`src/rtl/debounce_fsm_pkg.sv`:
```
// debounce_fsm_pkg: shared state encodings and defaults for the tick-driven debouncer
// and any multi-button wrapper built around it.
`default_nettype none

package debounce_fsm_pkg;

  typedef enum logic [1:0] {
    ST_ZERO  = 2'b00,
    ST_WAIT1 = 2'b01,
    ST_ONE   = 2'b10,
    ST_WAIT0 = 2'b11
  } db_state_t;

  localparam int N_TICKS_DEFAULT = 3;
  localparam int CNT_W_DEFAULT   = 4;

endpackage

`default_nettype wire

```
`src/rtl/sync_2ff.sv`:
```
// sync_2ff: 1-bit two-flop synchroniser, asynchronous active-low reset to 0.
`default_nettype none

module sync_2ff (
  input  logic clk,
  input  logic rst_n,
  input  logic i_d,
  output logic o_q
);

  logic r_meta;
  logic r_sync;

  always_ff @(posedge clk or negedge rst_n) begin
    if (!rst_n) begin
      r_meta <= 1'b0;
      r_sync <= 1'b0;
    end else begin
      r_meta <= i_d;
      r_sync <= r_meta;
    end
  end

  assign o_q = r_sync;

endmodule

`default_nettype wire

```
`src/rtl/debounce_fsm.sv`:
```
// debounce_fsm: tick-driven switch debouncer with registered rise/fall strobes.
// Define DEBOUNCE_SYNC_EN to pass sw_in through a 2-FF synchroniser first.
`default_nettype none

module debounce_fsm
  import debounce_fsm_pkg::*;
#(
  parameter int N_TICKS = N_TICKS_DEFAULT,
  parameter int CNT_W   = CNT_W_DEFAULT
) (
  input  logic clk,
  input  logic rst_n,
  input  logic tick,
  input  logic sw_in,
  output logic db_level,
  output logic db_rise,
  output logic db_fall
);

  localparam logic [CNT_W-1:0] C_RELOAD = CNT_W'(N_TICKS - 1);
  localparam logic [CNT_W-1:0] C_ONE    = CNT_W'(1);

  logic             w_sw_s;
  db_state_t        r_state;
  db_state_t        w_state_nxt;
  logic [CNT_W-1:0] r_cnt;
  logic [CNT_W-1:0] w_cnt_nxt;
  logic             r_rise;
  logic             r_fall;
  logic             w_rise_nxt;
  logic             w_fall_nxt;

`ifdef DEBOUNCE_SYNC_EN
  sync_2ff u_sync (
    .clk   (clk),
    .rst_n (rst_n),
    .i_d   (sw_in),
    .o_q   (w_sw_s)
  );
`else
  assign w_sw_s = sw_in;
`endif

  always_ff @(posedge clk or negedge rst_n) begin
    if (!rst_n) begin
      r_state <= ST_ZERO;
      r_cnt   <= '0;
      r_rise  <= 1'b0;
      r_fall  <= 1'b0;
    end else begin
      r_state <= w_state_nxt;
      r_cnt   <= w_cnt_nxt;
      r_rise  <= w_rise_nxt;
      r_fall  <= w_fall_nxt;
    end
  end

  // A level reversal in a WAIT state is checked before the tick, so abort wins.
  always_comb begin
    w_state_nxt = r_state;
    w_cnt_nxt   = r_cnt;
    w_rise_nxt  = 1'b0;
    w_fall_nxt  = 1'b0;
    case (r_state)
      ST_ZERO: begin
        if (w_sw_s) begin
          w_state_nxt = ST_WAIT1;
          w_cnt_nxt   = C_RELOAD;
        end
      end
      ST_WAIT1: begin
        if (!w_sw_s) begin
          w_state_nxt = ST_ZERO;
        end else if (tick) begin
          if (r_cnt == '0) begin
            w_state_nxt = ST_ONE;
            w_rise_nxt  = 1'b1;
          end else begin
            w_cnt_nxt = r_cnt - C_ONE;
          end
        end
      end
      ST_ONE: begin
        if (!w_sw_s) begin
          w_state_nxt = ST_WAIT0;
          w_cnt_nxt   = C_RELOAD;
        end
      end
      ST_WAIT0: begin
        if (w_sw_s) begin
          w_state_nxt = ST_ONE;
        end else if (tick) begin
          if (r_cnt == '0) begin
            w_state_nxt = ST_ZERO;
            w_fall_nxt  = 1'b1;
          end else begin
            w_cnt_nxt = r_cnt - C_ONE;
          end
        end
      end
      default: begin
        w_state_nxt = ST_ZERO;
      end
    endcase
  end

  // ONE and WAIT0 share bit 1 of the encoding, so the level is a plain register bit.
  assign db_level = r_state[1];
  assign db_rise  = r_rise;
  assign db_fall  = r_fall;

endmodule

`default_nettype wire

```
`config.mk`:
```
export PLATFORM = sky130hd
export DESIGN_NAME = debounce_fsm
export DESIGN_NICKNAME = d
export VERILOG_FILES = /design/src/rtl/debounce_fsm_pkg.sv /design/src/rtl/sync_2ff.sv /design/src/rtl/debounce_fsm.sv
export SDC_FILE = /design/constraint.sdc
export NUM_CORES = 1
export LEC_CHECK = 0
export BUFFER_PORTS_ARGS = -buffer_cell sky130_fd_sc_hd__buf_2
export CORE_AREA = 10 10 47 49
export DETAILED_ROUTE_END_ITERATION = 7
export DIE_AREA = 0 0 57 59
export SLEW_MARGIN = 20
export SYNTH_ARGS = -nofsm -noshare
export SYNTH_HDL_FRONTEND = slang
export SYNTH_SLANG_ARGS = --single-unit
```
`constraint.sdc`:
```
create_clock -name clk -period 2.55 [get_ports clk]
set_input_delay 0.51 -clock clk [delete_from_list [all_inputs] [get_ports clk]]
set_output_delay 0.51 -clock clk [all_outputs]
set_load 0.1 [all_outputs]
```
# == Word level (Yosys, flattened, before mapping) ==
# Cells that the tools add are included.
# word_totals
register_bits,8
inputBits,4
output_inout_bits,3
elab_cells,42
# classes
n_addsub,1
n_eq_ne,11
mux,22
n_reduce_logical,4
# op_table
op,n
2-to-1 mux 4 bit,6
2-to-1 mux 2 bit,8
one-hot mux 4 bit (4 select lines),1
"inequality test 3 bit, second input constant",4
"inequality test 2 bit, second input constant",4
one-hot mux 2 bit (4 select lines),1
2-to-1 mux 1 bit,6
AND reduction 6 bit,1
"== test 2 bit, second input constant",2
zero test 4 bit,1
AND reduction 4 bit,1
"subtractor 4 x 1 -> 4 bit, second input constant",1
"== test 2 x 1 -> 1 bit, second input constant",1
zero test 2 bit,1

# == Logic depth before layout (Yosys ltp) ==
# depth
ltp_word,5
mapped_depth,5
mapped_depth_nobuf,5

# == Least setup slack after synthesis ==
# OpenSTA, ideal clock, no wires.
# synth_timing
path_kind,reg2reg
startpoint,reg (tool-made name)
endpoint,reg r_cnt[1]
setup_ns,0.121
arrival_ns,1.592
setup_slack_ns,0.837
stages_incl_launch_ff,4
n_path_buf,0
period_less_slack_ns,1.713
path_cell_list,dfrtp_1 xor2_2 o311a_2 o22a_1
# synth_lines
item,line,source
"end signal, assigned",debounce_fsm.sv:52,r_cnt <= w_cnt_nxt;
"end, declared",debounce_fsm.sv:26,logic [CNT_W-1:0] r_cnt;

==> metrics.yaml <==
worstPathMaxFanout: 6
worstSkewPairLatency_ns: 0.25
fin_skew_ns: 0.00196
yosysTopAreaCellShare_pct: 45.6
cp_cell_sequence: "buf_2"
io_pins: 7
arrival_ns: 1.20
start_util_pct: 31.3
powerDensity_mw_per_mm2: 1230
core_area_sq_mm: 0.00140
min_period_ns: 1.71
synth_cells: 39
dp_hpwl_um: 663
fin_setup_tns_ns: 0
ys_ff_latch: 8
crit_required_ns: 2.04
layoutNonFillerInstCount: 64
p_leak_nw: 0.233
port_buffers: 6
row_count: 14
fin_nets: 56
drc_errors: 0
yosysWarnings: 0
worst_pin_slew_ns: 0.489
postCtsSetupBuffers: 0
crit_slowest_cell: "buf_2"
cp_num_buf_inv: 1
overflow: 0
antenna_found_initial: 0
setup_violations: 0
end_kind: "output pin"
maxClockFrequency_ghz: 0.585
dieArea_sq_mm: 0.00336
cts_inserted_buffers: 3
ir_drop_v: 0.000601
htree_num_levels: 1
clock_path_buffers: 2
die_h_um: 59
dr.pass1.iters: 4
vias: 320
finalCritPeriodShare_pct: 67.0
die_x_um: 57
routed_wl_um: 845
cts_hold_buf: 0
cts_sinks: 8
synth_nets: 45
synth.largest_area_cell: "dfrtp_1"
wl_per_cell_um: 13.2
syn_avg_cell_area_sq_um: 11.3
cts_tree: "built"
place_ws_ns: 0.944
status: "finished, final reports clean"
clk_pin_slew_ns: 0.05
grt_pass1_wl_um: 1430
syn-cell-area_sq_um: 439
total_power_mw: 0.629
diodes: 0
cp_top_family: "buffers and inverters"
crit_type: "register to output pin"
antenna_left: 0
slew_headroom_pct: 67.7
postPlaceCellArea_sq_um: 489
worst_slack_ns: 0.841
slew_violations: 0
drt_iter0_markers: 4
layout_commonest_cell: "dfrtp_1"
hold_violations: 0
maxCapViolations: 0
drive_gt1_share_pct: 31.3
area_growth_syn_to_layout_pct: 16.5
synth_cell_types: 22
mostFrequentLayoutCells: "dfrtp_1 (8), buf_2 (6), nand2_1 (5)"
root_buffer: "clkbuf_4"
grt_max_degree: 9
hold_path.class: "input port to async pin"
rrSetupSlack_ns: 0.93
rsz0062_at_grt: "false"
viasPerCell: 5.00
postLayoutCellArea_sq_um: 512
ys_seq_area_share_pct: 45.6
cts_resized: 0
synth.top_cells.by_area: "dfrtp_1 (46%), ha_1 (5.7%), nand2_1 (4.3%)"
track_usage_pct: 5.56
routabilityCongestion: 0.782
grt_pass1_vias: 342
critPathLaunchType: "register"
critPathMaxStageDelay_ns: 0.48
dp.cells: 61
## layout make-up
type	count	area, sq um
clock buffer	3	22.5
fill	147	890
tap	16	20.0
inverter	3	11.3
multi-input combinational	28	228
sequential	8	200
timing repair buffer	6	30.0
## per-layer routing
layer	up-vias	global-route usage, %	share of wire (%)
met5	-	0	0
met4	0	6.04	4.6
met3	5	2.58	3.8
met2	6	8.22	47
met1	150	5.42	45
li1	159	-	-
## synth_stat cells
cell / instances
ha_1: 2
inv_1: 3
o41ai_1: 1
nand2b_4: 1
or3_4: 1
nand3_1: 3
or2b_1: 1
xnor2_1: 1
dfrtp_1: 8
o22a_1: 1
and2_2: 1
o311a_2: 1
o21ai_0: 1
nor4b_1: 1
nand2_1: 5
nand4b_1: 1
a2bb2oi_1: 1
o22ai_1: 1
o211ai_1: 1
xor2_2: 1
nor3b_1: 2
mux2_4: 1
## where the power goes
| group | switching, mW | leakage [nW] | internal (mW) |
|---|---|---|---|
| Combinational | 0.176 | 0.117 | 0.125 |
| Sequential | 0.0622 | 0.102 | 0.172 |
| Clock | 0.0395 | 0.0138 | 0.0536 |
## path summary, 6_finish.rpt
path	startpoint	end	cells after the start
max in group asynchronous	rst_n	async pin	1
min	rst_n	db_fall$_DFF_PN0_	1
max reg2reg	r_cnt[0]$_DFFE_PN0P_	register	5
min in group clk	r_cnt[3]$_DFFE_PN0P_	r_cnt[3]$_DFFE_PN0P_	1
max	register	db_level	1
min reg2reg	r_cnt[3]$_DFFE_PN0P_	r_cnt[3]$_DFFE_PN0P_	1
## stage by stage
stage / utilization [%] / hold WS (ns)
after floorplan: - / 0.214
after global placement: 34.9 / 0.366
after detailed placement: 34.9 / 0.366
after CTS: 36.5 / 0.0943
after global routing: 36.5 / 0.0917
final: 36.5 / 0.0957
## logic make-up after synthesis
group | share of synthesized area [%]
muxes | 3.42
xor gates and xnor gates | 5.70
and+or+nand+nor | 24.2
AOI/OAI and AO/OA | 12.8
DFF | 45.6
adders and majority gates | 5.70
buffers and inverters | 2.56
(Power assumes the default switching activity.)
